`config.mk`:
```
export PLATFORM = sky130hd
export DESIGN_NAME = alu_op_issuer_flat
export DESIGN_NICKNAME = d
export VERILOG_FILES = /design/src/rtl/alu_issue_if.sv /design/src/rtl/alu_op_issuer.sv /design/src/flat_wrapper.sv
export SDC_FILE = /design/constraint.sdc
export NUM_CORES = 1
export LEC_CHECK = 0
export BUFFER_PORTS_ARGS = -buffer_cell sky130_fd_sc_hd__buf_2
export CORE_ASPECT_RATIO = 1.4
export CORE_MARGIN = 5
export CORE_UTILIZATION = 39
export CTS_CLUSTER_DIAMETER = 60
export CTS_CLUSTER_SIZE = 16
export DETAILED_ROUTE_END_ITERATION = 6
export PLACE_DENSITY = 0.75
export RECOVER_POWER = 25
export SLEW_MARGIN = 0
export SYNTH_ARGS = -nofsm -noshare
export SYNTH_HDL_FRONTEND = slang
export SYNTH_SLANG_ARGS = --single-unit
```
`constraint.sdc`:
```
create_clock -name clk -period 1.4 [get_ports clk]
set_clock_uncertainty 0.15 [all_clocks]
set_input_delay 0.21 -clock clk [delete_from_list [all_inputs] [get_ports clk]]
set_output_delay 0.21 -clock clk [all_outputs]
set_load 0.02 [all_outputs]
```
`src/rtl/alu_issue_if.sv`:
```
// Request/response channels between the datapath sequencer (master) and the ALU op issuer (slave).
interface alu_issue_if #(
    parameter int WIDTH = 32
);
    logic             req_valid;
    logic             req_ready;
    logic [1:0]       req_aluop;
    logic [5:0]       req_funct;
    logic [WIDTH-1:0] req_a;
    logic [WIDTH-1:0] req_b;
    logic             rsp_valid;
    logic             rsp_ready;
    logic [WIDTH-1:0] rsp_result;
    logic             rsp_zero;
    logic             rsp_err;

    modport master (
        output req_valid, req_aluop, req_funct, req_a, req_b, rsp_ready,
        input  req_ready, rsp_valid, rsp_result, rsp_zero, rsp_err
    );

    modport slave (
        input  req_valid, req_aluop, req_funct, req_a, req_b, rsp_ready,
        output req_ready, rsp_valid, rsp_result, rsp_zero, rsp_err
    );
endinterface

```
`src/rtl/alu_op_issuer.sv`:
```
// Decodes aluop/funct into the ALU control code, drives the ALU for one cycle and returns its result.
// Optional macro ALU_ISSUER_ILLEGAL_TRAP_EN: illegal R-type funct skips the ALU and responds with rsp_err=1.
module alu_op_issuer #(
    parameter int WIDTH = 32
) (
    input  logic             clk,
    input  logic             reset,
    alu_issue_if.slave       req_if,
    output logic [WIDTH-1:0] alu_a,
    output logic [WIDTH-1:0] alu_b,
    output logic [2:0]       alu_control,
    input  logic [WIDTH-1:0] alu_out,
    input  logic             alu_zout
);
    typedef enum logic [1:0] {IDLE, EXEC, RESP} state_t;

    localparam logic [2:0] CTL_AND = 3'b000;
    localparam logic [2:0] CTL_OR  = 3'b001;
    localparam logic [2:0] CTL_ADD = 3'b010;
    localparam logic [2:0] CTL_XOR = 3'b011;
    localparam logic [2:0] CTL_NOR = 3'b100;
    localparam logic [2:0] CTL_SUB = 3'b110;
    localparam logic [2:0] CTL_SLT = 3'b111;

    state_t           state_q, state_d;
    logic [WIDTH-1:0] alu_a_q, alu_a_d;
    logic [WIDTH-1:0] alu_b_q, alu_b_d;
    logic [2:0]       alu_ctl_q, alu_ctl_d;
    logic [WIDTH-1:0] result_q, result_d;
    logic             zero_q, zero_d;
    logic [2:0]       dec_ctl;
`ifdef ALU_ISSUER_ILLEGAL_TRAP_EN
    logic             dec_illegal;
    logic             err_q, err_d;
`endif

    always_comb begin
        dec_ctl = CTL_ADD;
`ifdef ALU_ISSUER_ILLEGAL_TRAP_EN
        dec_illegal = 1'b0;
`endif
        case (req_if.req_aluop)
            2'b00: dec_ctl = CTL_ADD;
            2'b01: dec_ctl = CTL_SUB;
            2'b11: dec_ctl = CTL_OR;
            default: begin
                case (req_if.req_funct)
                    6'b100000: dec_ctl = CTL_ADD;
                    6'b100010: dec_ctl = CTL_SUB;
                    6'b100100: dec_ctl = CTL_AND;
                    6'b100101: dec_ctl = CTL_OR;
                    6'b100110: dec_ctl = CTL_XOR;
                    6'b100111: dec_ctl = CTL_NOR;
                    6'b101010: dec_ctl = CTL_SLT;
                    default: begin
                        // Unknown funct still drives a harmless add when not trapped.
                        dec_ctl = CTL_ADD;
`ifdef ALU_ISSUER_ILLEGAL_TRAP_EN
                        dec_illegal = 1'b1;
`endif
                    end
                endcase
            end
        endcase
    end

    always_comb begin
        state_d   = state_q;
        alu_a_d   = alu_a_q;
        alu_b_d   = alu_b_q;
        alu_ctl_d = alu_ctl_q;
        result_d  = result_q;
        zero_d    = zero_q;
`ifdef ALU_ISSUER_ILLEGAL_TRAP_EN
        err_d     = err_q;
`endif
        case (state_q)
            IDLE: begin
                if (req_if.req_valid) begin
`ifdef ALU_ISSUER_ILLEGAL_TRAP_EN
                    if (dec_illegal) begin
                        state_d  = RESP;
                        result_d = '0;
                        zero_d   = 1'b0;
                        err_d    = 1'b1;
                    end else begin
                        err_d    = 1'b0;
`else
                    begin
`endif
                        alu_a_d   = req_if.req_a;
                        alu_b_d   = req_if.req_b;
                        alu_ctl_d = dec_ctl;
                        state_d   = EXEC;
                    end
                end
            end
            EXEC: begin
                result_d = alu_out;
                zero_d   = alu_zout;
                state_d  = RESP;
            end
            RESP: begin
                if (req_if.rsp_ready) state_d = IDLE;
            end
            default: state_d = IDLE;
        endcase
    end

    always_ff @(posedge clk) begin
        if (reset) begin
            state_q   <= IDLE;
            alu_a_q   <= '0;
            alu_b_q   <= '0;
            alu_ctl_q <= CTL_ADD;
            result_q  <= '0;
            zero_q    <= 1'b0;
        end else begin
            state_q   <= state_d;
            alu_a_q   <= alu_a_d;
            alu_b_q   <= alu_b_d;
            alu_ctl_q <= alu_ctl_d;
            result_q  <= result_d;
            zero_q    <= zero_d;
        end
    end

`ifdef ALU_ISSUER_ILLEGAL_TRAP_EN
    always_ff @(posedge clk) begin
        if (reset) err_q <= 1'b0;
        else       err_q <= err_d;
    end
    assign req_if.rsp_err = err_q;
`else
    assign req_if.rsp_err = 1'b0;
`endif

    assign req_if.req_ready  = (state_q == IDLE);
    assign req_if.rsp_valid  = (state_q == RESP);
    assign req_if.rsp_result = result_q;
    assign req_if.rsp_zero   = zero_q;
    assign alu_a             = alu_a_q;
    assign alu_b             = alu_b_q;
    assign alu_control       = alu_ctl_q;
endmodule

```
`src/flat_wrapper.sv`:
```
// flat-port wrapper written by rule: the top's interface ports become plain ports
module alu_op_issuer_flat 
#(
    parameter int WIDTH = 32
)
  (clk, reset, alu_a, alu_b, alu_control, alu_out, alu_zout, req_if_req_valid, req_if_req_aluop, req_if_req_funct, req_if_req_a, req_if_req_b, req_if_rsp_ready, req_if_req_ready, req_if_rsp_valid, req_if_rsp_result, req_if_rsp_zero, req_if_rsp_err);
  alu_issue_if #(.WIDTH(WIDTH)) req_if_i ();
  input  logic clk;
  input  logic reset;
  output logic [WIDTH-1:0] alu_a;
  output logic [WIDTH-1:0] alu_b;
  output logic [2:0] alu_control;
  input  logic [WIDTH-1:0] alu_out;
  input  logic alu_zout;
  input wire logic [$bits(req_if_i.req_valid)-1:0] req_if_req_valid;
  input wire logic [$bits(req_if_i.req_aluop)-1:0] req_if_req_aluop;
  input wire logic [$bits(req_if_i.req_funct)-1:0] req_if_req_funct;
  input wire logic [$bits(req_if_i.req_a)-1:0] req_if_req_a;
  input wire logic [$bits(req_if_i.req_b)-1:0] req_if_req_b;
  input wire logic [$bits(req_if_i.rsp_ready)-1:0] req_if_rsp_ready;
  output wire logic [$bits(req_if_i.req_ready)-1:0] req_if_req_ready;
  output wire logic [$bits(req_if_i.rsp_valid)-1:0] req_if_rsp_valid;
  output wire logic [$bits(req_if_i.rsp_result)-1:0] req_if_rsp_result;
  output wire logic [$bits(req_if_i.rsp_zero)-1:0] req_if_rsp_zero;
  output wire logic [$bits(req_if_i.rsp_err)-1:0] req_if_rsp_err;
  assign req_if_i.req_valid = req_if_req_valid;
  assign req_if_i.req_aluop = req_if_req_aluop;
  assign req_if_i.req_funct = req_if_req_funct;
  assign req_if_i.req_a = req_if_req_a;
  assign req_if_i.req_b = req_if_req_b;
  assign req_if_i.rsp_ready = req_if_rsp_ready;
  assign req_if_req_ready = req_if_i.req_ready;
  assign req_if_rsp_valid = req_if_i.rsp_valid;
  assign req_if_rsp_result = req_if_i.rsp_result;
  assign req_if_rsp_zero = req_if_i.rsp_zero;
  assign req_if_rsp_err = req_if_i.rsp_err;
  alu_op_issuer #(.WIDTH(WIDTH)) u_core (.clk(clk), .reset(reset), .req_if(req_if_i), .alu_a(alu_a), .alu_b(alu_b), .alu_control(alu_control), .alu_out(alu_out), .alu_zout(alu_zout));
endmodule
```
; Yosys cells after proc, flatten, opt, wreduce, memory -nomap -nowiden
; Index checks and enable logic that the tools add are counted.
; Widths: inputs -> output; s select.
[word_totals]
ff_bits = 102
latchBits = 0
ram_bits = 0
mem_bits_ro = 0
input_bits = 109
memories = 0
[classes]
add_sub_neg = 0
multipliers = 0
div = 0
order_cmp = 0
n_eq_ne = 12
shifts = 0
mux = 5
bitwise_logic = 0
reduce_logical = 4
[op_table]
columns = operator, count
row1 = $eq 6x6->1 const B, 6
row2 = $pmux 3 s6, 1
row3 = $pmux 3 s3, 1
row4 = $pmux 2 s3, 1
row5 = $eq 2x1->1 const B, 2
row6 = $eq 2x2->1 const B, 2
row7 = $logic_not 2->1, 2
row8 = $mux 2, 2
row9 = $ne 2x2->1 const B, 2
row10 = $reduce_and 2->1, 2

; Longest topological paths before layout
; Gate-level depths: netlist of the first run.
[depth]
ltp_word = 3
depth_mapped = 5
mapped_depth_nobuf = 3

; Least setup slack after synthesis of the first run
; OpenSTA, ideal clock, no wires.
[synth_path]
path_type = flip-flop to flip-flop
start = reg u_core.state_q[1]
end = reg u_core.alu_b_q[18] (netlist: u_core.alu_b[18])
setup_time_ps = 132
t_arrival_ps = 1123
required_ps = 1118
slack_ps = -6
path_stages_with_launch = 6
n_path_buf = 2
period_less_slack_ps = 1406
cell_sequence = dfxtp_1 > or3b_1 > buf_4 > buf_6 > nand2_1 > a21oi_1
[synth_between]
elab_chain_len = 2
[synth_rtl]
columns = item, line_no
row1 = from (decl), alu_op_issuer.sv:25  ; state_t state_q, state_d;
row2 = from (signal assigned), alu_op_issuer.sv:119  ; state_q <= state_d;
row3 = $logic_not 2->1, alu_op_issuer.sv:77  ; case (state_q)
row4 = $reduce_and 2->1 (no line), -
row5 = to (signal assigned), alu_op_issuer.sv:121  ; alu_b_q <= alu_b_d;
row6 = to (decl), alu_op_issuer.sv:27  ; logic [WIDTH-1:0] alu_b_q, alu_b_d;
; No other way between the ends.
; A chain may end at the register's enable or synchronous reset.

; Worst setup path in the final report of the first run
[layout_path]
start = reg u_core.state_q[1]
end = reg u_core.alu_a_q[11] (netlist: u_core.alu_a[11])
[layout_between]
elab_chain_len = 2
[layout_rtl]
columns = item, line_no
row1 = $logic_not 2->1, alu_op_issuer.sv:77
row2 = $reduce_and 2->1 (no line), -
row3 = to (signal assigned), alu_op_issuer.sv:120  ; alu_a_q <= alu_a_d;
row4 = to (decl), alu_op_issuer.sv:26  ; logic [WIDTH-1:0] alu_a_q, alu_a_d;
; No other way between the ends.

==> flow_metrics.tcl, run 1 <==
set metrics [dict create \
    status "complete, but fails checks" \
    violations "setup timing" \
    via_count 4371 \
    antenna_found_initial 1 \
    die_w_um 91.7 \
    place_worst_setup_slack_ns -0.0775 \
    async_reset_ff_share_pct 0 \
    drtAntennaViolNets 0 \
    initial_core_util_pct 40.2 \
    fillCellCount 625 \
    netlist_area_um2 3650 \
    synth-edff-count 0 \
    root_buffer "clkbuf_16" \
    place_hpwl_um 7980 \
    drt_wl_total_um 13700 \
    ir_worst_vdd_uv 582 \
    power_density_nw_per_um2 1110 \
    post-route-util_pct 70.5 \
    p_leak_nw 2.86 \
    synth-seq-cells 102 \
    swShare_pct 26.7 \
    numCtsBuffers 9 \
    p_int_w 0.00523 \
    clockPowerShare_pct 35.1 \
    clkLatencyLatePin_ns 0.33 \
    crit_type "reg2reg" \
    finalCritPeriodShare_pct 106 \
    grt_pass1_wl_um 21100 \
    grt_usage_pct 22.6 \
    die_height_um 124 \
    hold_path.class "in2reg" \
    fmax_ghz 0.672 \
    synth.distinct_cells 24 \
    p_comb_share_pct 20.5 \
    crit_required_ns 1.52 \
    ioPinCount 212 \
    drv_cap 0 \
    fin_setup_tns_ns -3.28 \
    p_total_w 0.00713 \
    io_buffers 210 \
    setup_viol 69 \
    rsz0062_at_grt "yes" \
    wl_per_cell_um 15.6 \
    critPathLaunchType "flip-flop" \
    core_area_um2 9080 \
    grt_pass1_vias 4331 \
    layout.nets 870 \
    syn_to_final_growth_pct 75.4 \
    ys_warn_count 0 \
    fin_crit_ns 1.49 \
    clock_sinks 102 \
    slew_viol_final 0 \
    pwr-share-seq_pct 44.4 \
    vias_per_cell 4.98 \
    cts.clk_slew.worst_paths_ns 0.06 \
    crit_fanout 14 \
    finalHoldViolations 0 \
    grt_max_degree 45 \
    post-route-drc-count 0 \
    globalRoute.totalOverflow 0 \
    drtIter0Drc 189 \
    rows 41 \
    drive_gt1_share_pct 34.5 \
    arrival_ns 1.60 \
    syn_nets 564 \
    htreeDepth 3 \
    cp-end-kind "flip-flop" \
    ys_seq_area_share_pct 56.0 \
    dr.pass1.iters 4 \
    syn_avg_cell_area_um2 8.02 \
    synth_flop_cell "dfxtp_1" \
    cts_max_path_buffers 2 \
    most-common-layout-cells "182 x nand2_1, 182 x buf_2, 100 x dfxtp_1" \
    cts_tree "done" \
    fin_ws_ns -0.0889 \
    switching_power_w 0.00191 \
    routabilityCongestion 0.782 \
    fp.dieArea_um2 11400 \
    synthCells 455 \
]
[cell usage after synthesis, types with 2 or more instances]
library cell | instances | share of area [%]
nand2b_1 | 4 | 0.69
dfxtp_1 | 102 | 56
clkbuf_1 | 12 | 1.2
nand2_1 | 194 | 20
and3b_1 | 2 | 0.48
buf_4 | 3 | 0.62
nor2b_1 | 2 | 0.34
buf_2 | 13 | 1.8
nor2_1 | 5 | 0.51
a21oi_1 | 99 | 14
buf_6 | 6 | 1.9
[cell families after synthesis]
kind of cell,synth area share [%]
compound gates,14.8
xor+xnor,0.240
buf+inv,5.59
flops,56.0
other cells,0.103
simple gates,23.3
[power by group through the flow]
stage	clock [W]	sequential (W)	combinational (W)
6_report	0.00251	0.00317	0.00146
5_1_grt	0.00269	0.00319	0.00156
4_1_cts	0.00255	0.00316	0.00135
3_5_place_dp	0	0.00322	0.00110
3_3_place_gp	0	0.00322	0.00108
2_1_floorplan	0	0.00343	0.000412
[cell type report]
type / count / area, µm² / area share, %
Multi-Input combinational cell: 318 / 1580 / 24.7
Inverter: 1 / 3.75 / 0.0587
Antenna cell: 4 / 10.0 / 0.156
Clock inverter: 3 / 42.5 / 0.665
Tap cell: 107 / 134 / 2.09
Sequential cell: 102 / 2040 / 32.0
Clock buffer: 13 / 260 / 4.07
Timing Repair Buffer: 329 / 2320 / 36.3
[registers in the layout, summed over array words and instances, names as in the netlist]
register                  count
u_core.state_q                2
u_core.alu_b                 32
u_core.req_if.rsp_result     32
u_core.req_if.rsp_zero        1
u_core.alu_control            3
u_core.alu_a                 32
[critical path: stages (launching register included)]
cell and delay [ns]:
dfxtp_2 0.33, buf_6 0.12, nor3b_4 0.28, buf_6 0.18, buf_12 0.14, nand2_1 0.08
a21oi_2 0.13
[layer usage]
metal / GRT usage, % / wire [µm] / part of all wire [%] / vias to the layer above
li1: - / - / - / 2073
met1: 23.2 / 4790 / 35 / 2032
met5: 0 / 0 / 0 / -
met2: 40.5 / 7370 / 54 / 212
met4: 12.6 / 657 / 4.8 / 0
met3: 6.40 / 892 / 6.5 / 54
[worst paths after layout]
check | start | to | slack, ns | cells past startpoint
setup / recovery | u_core.state_q[1] | u_core.alu_a[11] | -0.09 | 6
hold / removal | req_if_rsp_ready | u_core.state_q[1] | 0.02 | 3
hold reg to reg | u_core.alu_a[29] | u_core.alu_a[29] | 0.30 | 2
setup reg to reg | u_core.state_q[1] | u_core.alu_a[11] | -0.09 | 6
[repair_timing]
action / CTS / global route
resized for setup: 16 / 45
hold endpoints to repair: 97 / 0
setup endpoints to repair: 68 / 69
gates cloned: 1 / 2
pin swaps: 4 / 15
hold buffers: 97 / 0
buffers inserted: 0 / 2
[through the flow]
step / instances / hold WS [ns] / area (µm²)
6_report: 877 / 0.0224 / 6400
5_1_grt: 874 / 0.00130 / 6390
4_1_cts: 870 / 0.00883 / 6220
3_5_place_dp: 756 / 0.294 / 4880
3_3_place_gp: 756 / 0.288 / 4880
2_1_floorplan: 455 / 0.196 / 3650
Power figures use the tool's default switching activity.
==> run 2: changes to the inputs <==
- RECOVER_POWER: 25 -> default
==> run 2 against run 1 <==
The run still ends with setup timing left. Final cell count unchanged. Clock power about the same. Largest cell class unchanged. Die area unchanged.
==> flow_metrics.tcl, run 2 (synthesis results as in run 1) <==
set metrics [dict create \
    post-route-drc-count 0 \
    most-common-layout-cells "209 x buf_2, 182 x nand2_1, 100 x dfxtp_1" \
    vias_per_cell 4.95 \
    root_buffer "clkbuf_16" \
    drive_gt1_share_pct 38.0 \
    pwr-share-seq_pct 44.3 \
    via_count 4341 \
    wl_per_cell_um 15.6 \
    hold_path.class "in2reg" \
    initial_core_util_pct 40.2 \
    numCtsBuffers 9 \
    clkLatencyLatePin_ns 0.33 \
    fin_crit_ns 1.49 \
    antenna_found_initial 1 \
    drv_cap 0 \
    drtIter0Drc 174 \
    drtAntennaViolNets 0 \
    ioPinCount 212 \
    grt_pass1_vias 4331 \
    p_leak_nw 2.97 \
    rsz0062_at_grt "yes" \
    fmax_ghz 0.672 \
    globalRoute.totalOverflow 0 \
    die_w_um 91.7 \
    core_area_um2 9080 \
    cts.clk_slew.worst_paths_ns 0.06 \
    switching_power_w 0.00190 \
    finalCritPeriodShare_pct 106 \
    finalHoldViolations 0 \
    cp-end-kind "flip-flop" \
    cts_max_path_buffers 2 \
    crit_fanout 14 \
    power_density_nw_per_um2 1110 \
    r2r_setup_slack_ns -0.09 \
    syn_to_final_growth_pct 76.4 \
    p_comb_share_pct 20.6 \
    p_total_w 0.00714 \
    die_height_um 124 \
    place_hpwl_um 7980 \
    ir_worst_vdd_uv 581 \
    clockPowerShare_pct 35.1 \
    swShare_pct 26.6 \
    grt_usage_pct 22.6 \
    status "complete, but fails checks" \
    htreeDepth 3 \
    dr.pass1.iters 4 \
    final_common_cell "buf_2" \
    fp.dieArea_um2 11400 \
    whs_ns 0.0255 \
    fin_ws_ns -0.0887 \
    drt_wl_total_um 13700 \
    grt_pass1_wl_um 21100 \
    arrival_ns 1.60 \
    crit_type "reg2reg" \
    routabilityCongestion 0.782 \
    slew_viol_final 0 \
    p_int_w 0.00524 \
    setup_viol 68 \
    crit_required_ns 1.51 \
    critPathLaunchType "flip-flop" \
    cts_tree "done" \
    io_buffers 210 \
    rows 41 \
    clock_sinks 102 \
    grt_max_degree 45 \
    layout.nets 870 \
    violations "setup timing" \
]
## run 2: cell types whose count changed in the layout (fill, tap and decap cells not counted), sizes merged
cell / change
buf: +27
clkbuf: -27
## run 2: power groups by stage
stage / logic, W / registers, W / clock network (W)
2_1_floorplan: 0.000412 / 0.00343 / 0
3_3_place_gp: 0.00108 / 0.00322 / 0
3_5_place_dp: 0.00110 / 0.00322 / 0
4_1_cts: 0.00135 / 0.00316 / 0.00255
5_1_grt: 0.00157 / 0.00319 / 0.00269
6_report: 0.00147 / 0.00317 / 0.00250
## run 2: layout make-up
class,count,area [µm²]
Sequential cell,102,2040
Clock buffer,13,260
Tap cell,107,134
Fill cell,608,2650
Inverter,1,3.75
Clock inverter,3,42.5
Multi-Input combinational cell,318,1580
Antenna cell,4,10.0
Timing Repair Buffer,329,2360
## run 2: per-layer routing
metal / vias up / GRT usage [%] / share of wire, % / wire, µm
met5: - / 0 / 0 / 0
li1: 2073 / - / - / -
met4: 0 / 12.6 / 5.0 / 686
met2: 220 / 40.5 / 54 / 7340
met1: 1994 / 23.2 / 35 / 4770
met3: 54 / 6.40 / 6.6 / 901
## run 2: critical path, stage by stage (launching register included)
cell and delay, ns:
dfxtp_2 0.33, buf_6 0.12, nor3b_4 0.28, buf_6 0.18, buf_12 0.14, nand2_1 0.08, a21oi_2 0.13
## run 2: worst paths after layout
| kind | from | endpoint | cells after the start |
|---|---|---|---|
| worst max register to register | u_core.state_q[1] | u_core.alu_a[11] | 6 |
| worst min-delay path | req_if_rsp_ready | u_core.state_q[1] | 3 |
| worst max-delay path | u_core.state_q[1] | u_core.alu_a[11] | 6 |
| worst min register to register | u_core.alu_a[29] | u_core.alu_a[29] | 2 |
## run 2: repair_timing
| item | 4_1_cts | 5_1_grt |
|---|---|---|
| pin swaps | 4 | 15 |
| cloned | 1 | 2 |
| hold endpoints to repair | 97 | 0 |
| endpoints found under the setup margin | 68 | 69 |
| hold buffers | 97 | 0 |
| setup buffers | 0 | 2 |
| resized for setup | 16 | 45 |
## run 2: metrics by stage
stage | utilization, % | std cells | setup slack (ns) | instance area, µm² | setup TNS [ns]
detailed placement | 53.7 | 756 | -0.0775 | 4880 | -2.95
floorplan | - | 455 | 0.00996 | 3650 | 0
global placement | 53.7 | 756 | -0.0547 | 4880 | -0.932
CTS | 68.5 | 870 | -0.0566 | 6220 | -1.83
global route | 70.8 | 874 | -0.182 | 6420 | -9.72
finish | 70.8 | 877 | -0.0887 | 6430 | -3.27
